[src/rtl/wb_select_pipe.sv]
// Registered write-back select: one of NUM_SRC sources becomes the register-file write, with a
// variable-latency load path (MEM_SRC) that waits for mem_valid_i, times out, and can be flushed.
module wb_select_pipe #(
    parameter int              WIDTH   = 32,
    parameter int              NUM_SRC = 4,
    parameter int              MEM_SRC = 2,
    parameter int              TIMEOUT = 15,
    parameter logic [WIDTH-1:0] POISON = WIDTH'(32'hDEADBEEF),
    localparam int             SEL_W   = $clog2(NUM_SRC)
) (
    input  logic                     clk_i,
    input  logic                     rst_n_i,
    input  logic                     flush_i,
    input  logic                     in_valid_i,
    output logic                     in_ready_o,
    input  logic [SEL_W-1:0]         in_sel_i,
    input  logic [4:0]               in_rd_i,
    input  logic [NUM_SRC*WIDTH-1:0] in_data_i,
    input  logic                     mem_valid_i,
    input  logic [WIDTH-1:0]         mem_data_i,
    output logic                     wb_valid_o,
    output logic                     wb_we_o,
    output logic [4:0]               wb_rd_o,
    output logic [WIDTH-1:0]         wb_data_o,
    output logic                     sel_err_o,
    output logic                     tmo_err_o
);

    typedef enum logic {
        IDLE,
        WAIT_MEM
    } state_t;

    state_t           state_q, state_d;
    logic [7:0]       cnt_q, cnt_d;
    logic [4:0]       rd_q, rd_d;
    logic             wb_valid_q, wb_valid_d;
    logic             wb_we_q, wb_we_d;
    logic [4:0]       wb_rd_q, wb_rd_d;
    logic [WIDTH-1:0] wb_data_q, wb_data_d;
    logic             sel_err_q, sel_err_d;
    logic             tmo_err_q, tmo_err_d;

    logic [WIDTH-1:0] src [NUM_SRC];
    logic             sel_in_range;
    logic             sel_is_mem;
    logic             accept;

    for (genvar k = 0; k < NUM_SRC; k++) begin : g_src
        assign src[k] = in_data_i[k*WIDTH +: WIDTH];
    end

    // Out-of-range selects only exist when NUM_SRC is not a power of two.
    assign sel_in_range = ({1'b0, in_sel_i} < (SEL_W+1)'(NUM_SRC));
    assign sel_is_mem   = (in_sel_i == SEL_W'(MEM_SRC));
    assign in_ready_o   = (state_q == IDLE);
    assign accept       = in_ready_o && in_valid_i && !flush_i;

    always_comb begin
        state_d    = state_q;
        cnt_d      = cnt_q;
        rd_d       = rd_q;
        wb_valid_d = 1'b0;
        wb_we_d    = 1'b0;
        wb_rd_d    = wb_rd_q;
        wb_data_d  = wb_data_q;
        sel_err_d  = 1'b0;
        tmo_err_d  = 1'b0;

        case (state_q)
            IDLE: begin
                if (accept) begin
                    if (!sel_in_range) begin
                        wb_valid_d = 1'b1;
                        wb_data_d  = POISON;
                        wb_rd_d    = in_rd_i;
                        sel_err_d  = 1'b1;
                    end else if (sel_is_mem) begin
                        rd_d    = in_rd_i;
                        cnt_d   = 8'd0;
                        state_d = WAIT_MEM;
                    end else begin
                        wb_valid_d = 1'b1;
                        wb_we_d    = |in_rd_i;
                        wb_rd_d    = in_rd_i;
                        wb_data_d  = src[in_sel_i];
                    end
                end
            end
            WAIT_MEM: begin
                // Flush beats a same-cycle load return; a return beats the timeout.
                if (flush_i) begin
                    cnt_d   = 8'd0;
                    state_d = IDLE;
                end else if (mem_valid_i) begin
                    wb_valid_d = 1'b1;
                    wb_we_d    = |rd_q;
                    wb_rd_d    = rd_q;
                    wb_data_d  = mem_data_i;
                    cnt_d      = 8'd0;
                    state_d    = IDLE;
                end else if (cnt_q == 8'(TIMEOUT-1)) begin
                    wb_valid_d = 1'b1;
                    wb_rd_d    = rd_q;
                    wb_data_d  = POISON;
                    tmo_err_d  = 1'b1;
                    cnt_d      = 8'd0;
                    state_d    = IDLE;
                end else begin
                    cnt_d = cnt_q + 8'd1;
                end
            end
            default: begin
                cnt_d   = 8'd0;
                state_d = IDLE;
            end
        endcase
    end

    always_ff @(posedge clk_i or negedge rst_n_i) begin
        if (!rst_n_i) begin
            state_q    <= IDLE;
            cnt_q      <= 8'd0;
            rd_q       <= 5'd0;
            wb_valid_q <= 1'b0;
            wb_we_q    <= 1'b0;
            wb_rd_q    <= 5'd0;
            wb_data_q  <= '0;
            sel_err_q  <= 1'b0;
            tmo_err_q  <= 1'b0;
        end else begin
            state_q    <= state_d;
            cnt_q      <= cnt_d;
            rd_q       <= rd_d;
            wb_valid_q <= wb_valid_d;
            wb_we_q    <= wb_we_d;
            wb_rd_q    <= wb_rd_d;
            wb_data_q  <= wb_data_d;
            sel_err_q  <= sel_err_d;
            tmo_err_q  <= tmo_err_d;
        end
    end

    assign wb_valid_o = wb_valid_q;
    assign wb_we_o    = wb_we_q;
    assign wb_rd_o    = wb_rd_q;
    assign wb_data_o  = wb_data_q;
    assign sel_err_o  = sel_err_q;
    assign tmo_err_o  = tmo_err_q;

endmodule

[config.mk]
export PLATFORM = sky130hd
export DESIGN_NAME = wb_select_pipe
export DESIGN_NICKNAME = d
export VERILOG_FILES = /design/src/rtl/wb_select_pipe.sv
export SDC_FILE = /design/constraint.sdc
export NUM_CORES = 1
export LEC_CHECK = 0
export BUFFER_PORTS_ARGS = -buffer_cell sky130_fd_sc_hd__buf_2
export CORE_UTILIZATION = 39
export DETAILED_ROUTE_END_ITERATION = 16
export PLACE_DENSITY = 0.81
export SYNTH_ARGS = -nofsm -noshare
export SYNTH_HDL_FRONTEND = slang
export SYNTH_SLANG_ARGS = --single-unit
[constraint.sdc]
create_clock -name clk_i -period 2 [get_ports clk_i]
set_clock_uncertainty 0.15 [all_clocks]
set_input_delay 0.1 -clock clk_i [delete_from_list [all_inputs] [get_ports clk_i]]
set_output_delay 0.1 -clock clk_i [all_outputs]
set_load 0.03 [all_outputs]
==> results.ini <==
[cts]
insertion_delay_ps=290
tritoncts=yes
path_clk_slew_ps=90
numCtsBuffers=5
ctsLongestPathBuffers=2
htreeDepth=2
clockRootBuffer=clkbuf_8
cts.sinks=54

[place]
routabilityCongestion=0.8587
dp_slack_ps=-70.30
portBuffers=212
placed_cells=635
dp_hpwl_um=8181

[die]
io_pins=214
die-area_sq_um=9242
die_h_um=96.14
coreArea_sq_um=8382
start_util=0.4123
fp.dieW_um=96.14
rows=33

[cells_and_area]
syn2layout_area_growth_pct=51.12
nets=738
nFillCells=710
layout-drive-gt1-share=0.5646
layout_common_cells=buf_2 (211), dfrtp_1 (54), mux2i_1 (48)
finalNonFillerCells=670
diodes=0
layout_commonest_cell=buf_2

[yosys]
yosysTopAreaCell=dfrtp_1
ys_ff_latch=54
yosys_warnings=0
synth_fp_nets=492
synth_cell_type_count=40
syn_area_sq_um=3456
ys_seq_area_frac=0.3910
netlist_instances=318
synth.avg_cell_area_sq_um=10.87
synth-main-ff-cell=dfrtp_1
synth_area_leaders=dfrtp_1 (39%), mux2_2 (17%), mux2i_1 (14%)
ys_async_sr_fraction=1.000
synth_top_area_frac=0.3910
synth-edff-count=0

[worst_setup_path]
reg2reg_slack_ps=-150
arrival_ps=2180
cp.required_ps=2030
cp_max_fo=9
cp-start-kind=register
r2r-end=wb_data_o[12]
worstSetupPathType=reg -> reg
endpoint_kind=register
rr_startpoint=cnt_q[6]
r2r_cells=6

[drt]
ant_nets=0
drtIter0Drc=32
finalWirelength_um=11220
num_vias=3466
first_pass_iters=4
drt-wirelength-per-cell_um=16.75
drc_errors=0
viasPerCell=5.173

[global_route]
grt_antenna_before_repair=0
grt_use_total=0.2130
first_global_vias=3237
grt_max_degree=35
grt_pass1_wl_um=15080
grt-ovfl-total=0

[hold_path]
whs_endpoint=tmo_err_o
hold_class=in -> reg
hold_depth=3
hp-start=flush_i

[power_and_ir_drop]
p_int_mw=2.268
switching_share=0.3657
power.switching_mw=1.307
p_leak_nw=2.675
seqPwrFrac=0.402
combinationalPowerShare=0.427
power-per-cell-area_nw_per_um2=684.5
max-vdd-ir-drop_v=0.0004381
power_mw=3.575
clock_power_share=0.171

[timing]
max_slew_margin=0.6174
maxSlewViolCount=0
fmax_ghz=0.4647
period_needed_ps=2152
finalSetupViolations=37
finalHoldViolations=0
tightest_slew_ps=573.9
fin_crit_sh=1.076
rsz0062_at_grt=true
fin_hold_ws_ps=43.28
setup_ws_ps=-152.0

[run_status]
status=finished with violations
violations=negative setup slack

[job]
maxCapViolations=0

through the flow:
| stage | setup TNS, ps | cell area, sq um | util |
|---|---|---|---|
| floorplan | 0 | 3456 | - |
| finish | -4761 | 5223 | 0.6231 |
| global placement | -635.9 | 4755 | 0.5672 |
| CTS | -2349 | 4996 | 0.5961 |
| global route | -9337 | 5223 | 0.6231 |
| detailed placement | -1845 | 4755 | 0.5672 |
timing repair:
action                                  CTS  global route
endpoints found under the hold margin    38             0
pin swaps                                 0             3
resized for setup                         0            26
setup buffers                             0            10
endpoints found under the setup margin   33            37
hold buffers                             15             0
cloned                                    0             2
power by group through the flow:
stage	Combinational, mW	Sequential [mW]	Clock (mW)
floorplan	0.463	1.83	0
global placement	1.36	1.44	0
detailed placement	1.40	1.45	0
CTS	1.42	1.43	0.639
global route	1.62	1.46	0.677
finish	1.53	1.44	0.611
how the worst max path moves through the flow:
stage | start | endpoint | slack, ps | depth (start not counted)
6_report | cnt_q[6] | wb_data_o[12] | -150 | 6
5_1_grt | cnt_q[6] | wb_data_o[27] | -280 | 6
4_1_cts | cnt_q[5] | wb_data_o[12] | -80 | 5
3_5_place_dp | cnt_q[5] | wb_rd_o[3] | -70 | 5
3_3_place_gp | cnt_q[5] | wb_rd_o[0] | -30 | 5
2_1_floorplan | cnt_q[5] | wb_data_o[31] | 50 | 6
state kept, by name, summed over array words and instances (netlist names):
register    flops
tmo_err_o       1
state_q         1
wb_rd_o         5
cnt_q           8
wb_valid_o      1
wb_we_o         1
wb_data_o      32
rd_q            5
worst max-delay path, cell delays in order, from the launching register on:
cell      delay (ps)
dfrtp_1          410
nor4_2           270
nand4_1          190
o311ai_4         380
buf_6            170
buf_12           140
mux2_2           340
layout make-up:
type | instances | area, sq um | area share
multi-input cells | 229 | 1994 | 0.3819
repair buffers | 263 | 1613 | 0.3088
flip-flops and latches | 54 | 1351 | 0.2587
well taps | 105 | 131.4 | 0.02516
clock buffers | 7 | 86.33 | 0.01653
inverters | 11 | 41.29 | 0.007906
clock inverters | 1 | 5.005 | 0.0009583
synth_stat cells (4+ instances only):
cell      instances
mux2_2           52
o21ai_0           4
o22ai_1          33
mux2_1           11
nand2_1           4
xor2_1            6
mux2i_1          48
inv_1            11
dfrtp_1          54
a21oi_1          32
clkbuf_1         10
nor2_1           10
buf_4             6
metal layers:
metal,vias to the layer above,global-route usage,share of wire
li1,1673,-,-
met1,1659,0.2417,0.40
met2,124,0.4202,0.53
met3,10,0.02765,0.052
met4,0,0.04104,0.0093
met5,-,0,0
cells by family (layout without fill, tap and decap cells):
kind of cell,count (synthesis),count (layout),share of synthesized area
adder cells (fa/ha/maj),2,2,0.007240
multiplexers,111,111,0.3443
buffers and inverters,35,282,0.05576
XOR/XNOR,6,6,0.01521
AND/OR/NAND/NOR,32,32,0.05250
flip-flops,54,54,0.3910
AO/OA/AOI/OAI,77,77,0.1329
other,1,1,0.001085
(Power assumes the default switching activity.)
